$ cat config.mk
export PLATFORM = sky130hd
export DESIGN_NAME = fifo_uart_tx
export DESIGN_NICKNAME = d
export VERILOG_FILES = /design/src/rtl/fifo_uart_tx.sv
export SDC_FILE = /design/constraint.sdc
export NUM_CORES = 1
export LEC_CHECK = 0
export ABC_CLOCK_PERIOD_IN_PS = 2200
export CORE_MARGIN = 8
export CORE_UTILIZATION = 57
export CTS_CLUSTER_SIZE = 12
export DETAILED_ROUTE_END_ITERATION = 7
export HOLD_SLACK_MARGIN = 0.08
export PLACE_DENSITY_LB_ADDON = 0.08
export SYNTH_ARGS = -nofsm -noshare
export SYNTH_HDL_FRONTEND = slang
export SYNTH_SLANG_ARGS = --single-unit
$ cat constraint.sdc
create_clock -name clk -period 2.2 [get_ports clk]
set_input_delay 0.66 -clock clk [delete_from_list [all_inputs] [get_ports clk]]
set_output_delay 0.66 -clock clk [all_outputs]
set_load 0.005 [all_outputs]
$ cat src/rtl/fifo_uart_tx.sv
// Serial drain stage for the FIFO core: pops one word per frame and shifts it out
// as start bit, WIDTH data bits LSB first, stop bit, on an idle-high line.
module fifo_uart_tx #(
  parameter int WIDTH        = 8,
  parameter int CLKS_PER_BIT = 16
) (
  input  logic             clk,
  input  logic             reset,
  input  logic             en,
  input  logic             empty,
  input  logic [WIDTH-1:0] fifo_output_data,
  output logic             rd_en,
  output logic             tx,
  output logic             busy,
  output logic             tx_done,
  output logic [2:0]       state_dbg
);

  localparam int BW = $clog2(CLKS_PER_BIT);
  localparam int CW = $clog2(WIDTH) + 1;
  localparam logic [BW-1:0] BAUD_LAST = BW'(CLKS_PER_BIT - 1);
  localparam logic [CW-1:0] BIT_LAST  = CW'(WIDTH - 1);

  typedef enum logic [2:0] {
    S_IDLE  = 3'd0,
    S_WAIT  = 3'd1,
    S_START = 3'd2,
    S_DATA  = 3'd3,
    S_STOP  = 3'd4
  } state_t;

  state_t           state;
  logic [BW-1:0]    baud;
  logic [CW-1:0]    bit_cnt;
  logic [WIDTH-1:0] shift;
  logic [WIDTH-1:0] shift_nx;
  logic             baud_end;

  // Handshake: rd_en is a one-cycle pop strobe to the core; the popped word is
  // presented on fifo_output_data in the following cycle and captured in WAIT.
  // Gating with reset keeps the strobe low while the block is held in reset.
  assign rd_en     = reset && (state == S_IDLE) && en && !empty;
  assign busy      = (state != S_IDLE) || rd_en;
  assign baud_end  = (baud == BAUD_LAST);
  assign tx_done   = (state == S_STOP) && baud_end;
  assign shift_nx  = shift >> 1;
  assign state_dbg = state;

  always_ff @(posedge clk or negedge reset) begin
    if (!reset) begin
      state   <= S_IDLE;
      tx      <= 1'b1;
      baud    <= '0;
      bit_cnt <= '0;
      shift   <= '0;
    end else begin
      case (state)
        S_IDLE: begin
          tx   <= 1'b1;
          baud <= '0;
          if (rd_en) state <= S_WAIT;
        end
        S_WAIT: begin
          shift <= fifo_output_data;
          tx    <= 1'b0;
          baud  <= '0;
          state <= S_START;
        end
        S_START: begin
          if (baud_end) begin
            state   <= S_DATA;
            baud    <= '0;
            bit_cnt <= '0;
            tx      <= shift[0];
          end else begin
            baud <= baud + BW'(1);
          end
        end
        S_DATA: begin
          if (baud_end) begin
            baud <= '0;
            if (bit_cnt == BIT_LAST) begin
              state <= S_STOP;
              tx    <= 1'b1;
            end else begin
              // Next bit is driven from the shifted value so tx stays registered.
              shift   <= shift_nx;
              tx      <= shift_nx[0];
              bit_cnt <= bit_cnt + CW'(1);
            end
          end else begin
            baud <= baud + BW'(1);
          end
        end
        S_STOP: begin
          tx <= 1'b1;
          if (baud_end) begin
            state <= S_IDLE;
            baud  <= '0;
          end else begin
            baud <= baud + BW'(1);
          end
        end
        default: begin
          state <= S_IDLE;
          tx    <= 1'b1;
          baud  <= '0;
        end
      endcase
    end
  end

endmodule

==> flow_summary_export.csv, run 1 <==
group,metric,value,unit
detailed_routing,viasPerCell,5.878,
logic_synthesis,yosysSeqAreaShare,39.24,%
setup_path,rr_endpoint,"shift[2]",
floorplanning,die_w,63.37,µm
layout,layout_commonest_cell,"dfrtp_1",
layout,n_antenna_cell,0,
setup_path,rr_startpoint,"bit_cnt[0]",
detailed_routing,drcViolationCount,0,
setup_path,r2r_cells,4,
clocking,clkTransAtPathRegs,0.12,ns
status,outcome,"finished, final reports clean",
setup_path,worst-path-max-fanout,2,
logic_synthesis,synth.avg_cell_area,10.57,µm²
grt,grt_pass1_wl,5230,µm
detailed_routing,wl_per_cell,16.56,µm
logic_synthesis,ys_ff_latch,20,
clocking,clk_latency,0.31,ns
sta,clock_skew,0.004290,ns
layout,layout.cells.non_filler,180,
layout,register_area,501.7,µm²
place,port_buffers,18,
logic_synthesis,syn_nets,135,
setup_path,start_kind,"input port",
detailed_routing,vias,1058,
sta,slew_viol_final,0,
layout,most-common-layout-cells,"dfrtp_1 (19), buf_4 (18), a21oi_1 (10), clkdlybuf4s50_1 (10), nand2b_1 (9)",
floorplanning,num_rows,17,
place,hpwl,2036,µm
power_and_ir_drop,powerDensity,897.2,nW/µm²
sta,hold_violations,0,
floorplanning,die_area,4015,µm²
detailed_routing,routed_wl,2981,µm
setup_path,end_kind,"output pin",
place,dp.cells,168,
clocking,cts_root_buffer,"clkbuf_4",
sta,setup_viol,0,
sta,period_needed,2.103,ns
grt,grt_pass1_vias,1106,
logic_synthesis,netlist_area,1279,µm²
grt,global_route.overflow_total,0,
setup_path,r2r_setup_slack,0.56,ns
detailed_routing,drt-initial-drc-count,34,
layout,nets,167,
clocking,clockBufferDepth,2,
floorplanning,initial_core_util,58.94,%
sta,final.period_utilization,95.57,%
floorplanning,dieHeight,63.37,µm
sta,rsz0062_at_grt,"false",
flow_run,cap_violations,0,
setup_path,critPathKind,"input port to output pin",
floorplanning,coreArea,2170,µm²
clocking,cts.sinks,20,
logic_synthesis,yosysWarnings,0,
clocking,cts_buffers,3,
layout,multi_input_area,689.4,µm²
detailed_routing,drtAntennaViolNets,0,
detailed_routing,drt_pre_antenna_iters,4,
setup_path,cp_data_required_time,1.54,ns
sta,max-slew-margin-rel,69.58,%
clocking,htreeDepth,1,
worst_hold_path,hp-class,"input port to async pin",
setup_path,worstSetupStartpoint,"empty",
power_and_ir_drop,p_leak,0.6911,nW
layout,area_delta_synth_final,24.27,%
power_and_ir_drop,power,0.001426,W
sta,tightestPinTransition,0.4563,ns
grt,antenna_found_initial,0,
setup_path,endpoint,"rd_en",
sta,max_freq,475.6,MHz
floorplanning,io-pin-count,19,
sta,setup_ws,0.09750,ns
place,pre_cts_slack,-0.4997,ns
power_and_ir_drop,peakVddDrop,0.6130,mV
setup_path,arrival,1.44,ns
place,gp_congestion,0.8217,
sta,hold_ws,0.4556,ns
logic_synthesis,synthDistinctLibCells,47,
clocking,tritoncts,"built",
grt,grt_max_degree,21,
logic_synthesis,syn_inst,121,
grt,grt_usage,15.69,%
layout,layout-drive-gt1-share,27.63,%
layout,fillers,160,
metrics by stage:
step / cell area, µm² / TNS, ns / util [%]
3_3_place_gp: 1484 / -0.7803 / 68.40
3_5_place_dp: 1484 / -0.8561 / 68.40
5_1_grt: 1589 / 0 / 73.24
2_1_floorplan: 1279 / 0 / -
4_1_cts: 1572 / 0 / 72.43
6_report: 1589 / 0 / 73.24
sequential cells by signal, indices dropped and copies added, names as in the netlist:
name,flops
state_dbg,3
tx,1
shift,8
bit_cnt,4
baud,4
cell type report:
class / instances / area share [%]
Sequential cell: 20 / 31.57
Inverter: 4 / 0.9449
Clock buffer: 4 / 1.654
Multi-Input combinational cell: 87 / 43.39
Timing Repair Buffer: 37 / 20.24
Tap cell: 28 / 2.205
layer usage:
layer / wire, µm / GRT usage, % / share of wire (%)
met4: 28 / 7.242 / 0.94
met2: 1428 / 24.84 / 48
met3: 181 / 4.417 / 6.1
met5: 0 / 0 / 0
met1: 1342 / 19.16 / 45
how the worst min path moves through the flow:
stage | from | endpoint | slack (ns) | cells past startpoint
after floorplan | reset | baud[0] | 0.36 | 0
after global placement | shift[7] | shift[7] | 0.48 | 1
after detailed placement | shift[7] | shift[7] | 0.48 | 1
after CTS | reset | state_dbg[0] | 0.47 | 2
after global routing | reset | baud[3] | 0.47 | 2
final | reset | state_dbg[0] | 0.46 | 2
synth_stat cells, drive strengths merged:
master   count  area [µm²]
mux2i        1       10.01
nand2b       9       56.30
and3b        1       8.760
a31o         1       8.760
nor4         9       77.57
o2bb2ai      1       8.760
nor2b        1       6.260
or2b         1       11.26
a22o         2       17.52
buf         10       92.58
and2b        2       15.01
nor3         8       45.04
o211a        1       10.01
o22ai        6       62.56
nand3        4       25.02
xnor2        1       8.760
a21oi       10       50.05
o21ai        3       15.01
a221o        1       10.01
o32ai        1       8.760
dfstp        1       26.28
o211ai       2       33.78
dfrtp       19       475.5
and3         1       6.260
mux2         1       15.01
nor2         4       15.01
o311ai       1       8.760
nand3b       4       46.29
nand4b       2       17.52
ha           2       25.02
nand2        1       3.750
or3b         1       8.760
a31oi        3       18.77
a211oi       2       15.01
inv          4       15.01
report_power, final:
| part | internal [W] | total (W) | leakage (nW) | switching (W) |
|---|---|---|---|---|
| clock | 0.0000708 | 0.000193 | 0.0150 | 0.000122 |
| combinational | 0.000349 | 0.000640 | 0.424 | 0.000291 |
| sequential | 0.000495 | 0.000593 | 0.252 | 0.0000977 |
worst max-delay path, cell delays in order:
cell and delay, ns:
clkdlybuf4s15_1 0.16, nand3b_1 0.19, buf_6 0.15, nor4_4 0.13
buf_2 0.16
what timing repair did:
item                                    4_1_cts  5_1_grt
hold buffers                                  0        0
setup buffers                                 8        0
pin swaps                                     3        1
gates resized for setup                      13        4
endpoints found under the setup margin        3        3
hold endpoints to repair                      0        0
cell families (layout without fill, tap and decap cells):
family / count (synthesis) / after routing / share of synthesized area (%)
compound gates: 34 / 34 / 20.94
simple gates: 48 / 48 / 26.81
flops: 20 / 20 / 39.24
mux: 2 / 2 / 1.957
fa+ha+maj: 2 / 2 / 1.957
buf+inv: 14 / 45 / 8.414
xor+xnor: 1 / 1 / 0.6851
No activity file was read; power rests on OpenSTA's default activity.
==> run 2, diff against run 1 <==
--- a/config.mk
+++ b/config.mk
@@ -7,8 +7,8 @@
 export LEC_CHECK = 0
 export ABC_CLOCK_PERIOD_IN_PS = 2200
 export CORE_MARGIN = 8
-export CORE_UTILIZATION = 57
-export CTS_CLUSTER_SIZE = 12
+export CORE_UTILIZATION = 45
+export CTS_CLUSTER_SIZE = 14
 export DETAILED_ROUTE_END_ITERATION = 7
 export HOLD_SLACK_MARGIN = 0.08
 export PLACE_DENSITY_LB_ADDON = 0.08
==> run 2 against run 1 <==
  * Clock power rose by 13%
  * Global-route usage fell by 2.6 points
  * Clock-buffer cell count did not move
  * Clock skew rose by 0.0027 ns
  * Flip-flop and latch count did not move
  * Combinational power rose by 3%
  * Utilization fell by 15 points
  * Final cell count rose by 1.7%
  * Register-to-register slack got worse by 0.12 ns
==> flow_summary_export.csv, run 2 (same netlist as run 1, synthesis figures left out) <==
group,metric,value,unit
layout,largest_registers,"shift (8), baud (4), bit_cnt (4)",
grt,antenna_found_initial,0,
sta,hold_violations,0,
grt,grt_usage,13.11,%
layout,nets,167,
power_and_ir_drop,power_frac_comb,44.7,%
floorplanning,num_rows,19,
floorplanning,die_w,69.31,µm
sta,slew_viol_final,0,
layout,regMostFlops,"shift",
clocking,htreeDepth,1,
detailed_routing,routed_wl,3071,µm
flow_run,cap_violations,0,
clocking,cts_hold_buf,0,
place,hpwl,2120,µm
clocking,cts_root_buffer,"clkbuf_4",
grt,grt_max_degree,21,
sta,hold_ws,0.4579,ns
grt,global_route.overflow_total,0,
layout,fillers,250,
sta,period_needed,2.136,ns
setup_path,r2r_cells,6,
clocking,clk_latency,0.31,ns
power_and_ir_drop,p_leak,0.6942,nW
sta,max-slew-margin-rel,68.85,%
setup_path,worst-path-max-fanout,2,
layout,n_antenna_cell,0,
setup_path,rr_endpoint,"shift[1]",
detailed_routing,wl_per_cell,16.78,µm
sta,final.period_utilization,97.08,%
setup_path,arrival,1.48,ns
clocking,cts.sinks,20,
layout,layout.cells.non_filler,183,
floorplanning,dieHeight,69.31,µm
layout,layout_commonest_cell,"dfrtp_1",
worst_hold_path,hp-class,"input port to async pin",
floorplanning,initial_core_util,46.77,%
clocking,clkTransAtPathRegs,0.12,ns
layout,register_area,501.7,µm²
setup_path,r2r_setup_slack,0.44,ns
power_and_ir_drop,p_switching,0.0005119,W
clocking,tritoncts,"built",
detailed_routing,drt-initial-drc-count,58,
sta,rsz0062_at_grt,"false",
sta,setup_viol,0,
floorplanning,coreArea,2734,µm²
status,outcome,"finished, final reports clean",
detailed_routing,viasPerCell,5.831,
power_and_ir_drop,internal-power,0.0009593,W
detailed_routing,vias,1067,
setup_path,cp_data_required_time,1.54,ns
detailed_routing,drcViolationCount,0,
setup_path,critPathKind,"input port to output pin",
grt,grt_pass1_vias,1117,
setup_path,end_kind,"output pin",
power_and_ir_drop,power,0.001471,W
clocking,clockBufferDepth,2,
sta,clock_skew,0.006992,ns
layout,largest_reg_flops,8,
detailed_routing,drt_pre_antenna_iters,4,
layout,multi_input_area,696.9,µm²
power_and_ir_drop,seqPwrFrac,40.4,%
power_and_ir_drop,swShare,34.79,%
power_and_ir_drop,powerDensity,916.4,nW/µm²
power_and_ir_drop,power_frac_clock,14.9,%
detailed_routing,drtAntennaViolNets,0,
clocking,cts_buffers,3,
floorplanning,die_area,4803,µm²
place,gp_congestion,0.7938,
layout,most-common-layout-cells,"dfrtp_1 (19), buf_4 (18), clkdlybuf4s50_1 (12), a21oi_1 (10), nand2b_1 (9)",
sta,tightestPinTransition,0.4673,ns
sta,max_freq,468.2,MHz
place,port_buffers,18,
grt,grt_pass1_wl,5333,µm
layout,layout-drive-gt1-share,27.63,%
place,dp.cells,170,
setup_path,start_kind,"input port",
floorplanning,io-pin-count,19,
setup_path,rr_startpoint,"state_dbg[1]",
power_and_ir_drop,peakVddDrop,0.6203,mV
layout,area_delta_synth_final,25.54,%
## run 2: changes by cell type in the layout (fill, tap and decap cells not counted), sizes merged
cell and change:
dlymetal6s2s -2, clkdlybuf4s50 +2
## run 2: critical path, cell delays in order
cell and delay (ns):
dlygate4sd2_1 0.24, nand3b_1 0.13, buf_4 0.12, nand3b_1 0.06, dlygate4sd2_1 0.26
## run 2: per-layer routing
layer	GRT usage (%)	part of all wire, %
met1	16.58	48
met2	21.11	46
met3	3.147	4.8
met4	4.556	1.7
met5	0	0
## run 2: metrics by stage
| stage | area, µm² | setup WS (ns) | util [%] | setup TNS (ns) |
|---|---|---|---|---|
| floorplan | 1279 | 0.4850 | - | 0 |
| global placement | 1480 | -0.4565 | 54.14 | -0.7863 |
| detailed placement | 1480 | -0.5311 | 54.14 | -0.8738 |
| CTS | 1600 | 0.02920 | 58.54 | 0 |
| global route | 1605 | 0.006568 | 58.72 | 0 |
| finish | 1605 | 0.06421 | 58.72 | 0 |
## run 2: cell type report
cell class | instances | area share (%)
sequential | 20 | 31.25
timing repair buffer | 37 | 19.72
inverter | 4 | 0.9353
tap | 31 | 2.416
multi-input combinational | 87 | 43.41
clock buffer | 4 | 2.260
## run 2: worst max path at each step
stage,from,endpoint,slack (ns),cells past startpoint
3_5_place_dp,reset,rd_en,-0.53,4
3_3_place_gp,reset,rd_en,-0.46,4
2_1_floorplan,empty,rd_en,0.48,2
6_report,reset,busy,0.06,5
5_1_grt,reset,busy,0.007,5
4_1_cts,state_dbg[1],state_dbg[1],0.03,3
## run 2: power groups by stage
stage	clock [W]	combinational [W]	sequential, W
after detailed placement	0	0.000574	0.000603
after global placement	0	0.000558	0.000597
final	0.000219	0.000657	0.000595
after global routing	0.000236	0.000735	0.000613
after floorplan	0	0.000458	0.000581
after CTS	0.000231	0.000650	0.000593
## run 2: what timing repair did
action                                  CTS  global route
setup buffers                            10             0
endpoints found under the setup margin    3             2
hold endpoints to repair                  0             0
pin swaps                                 4             1
gates resized for setup                  13             2
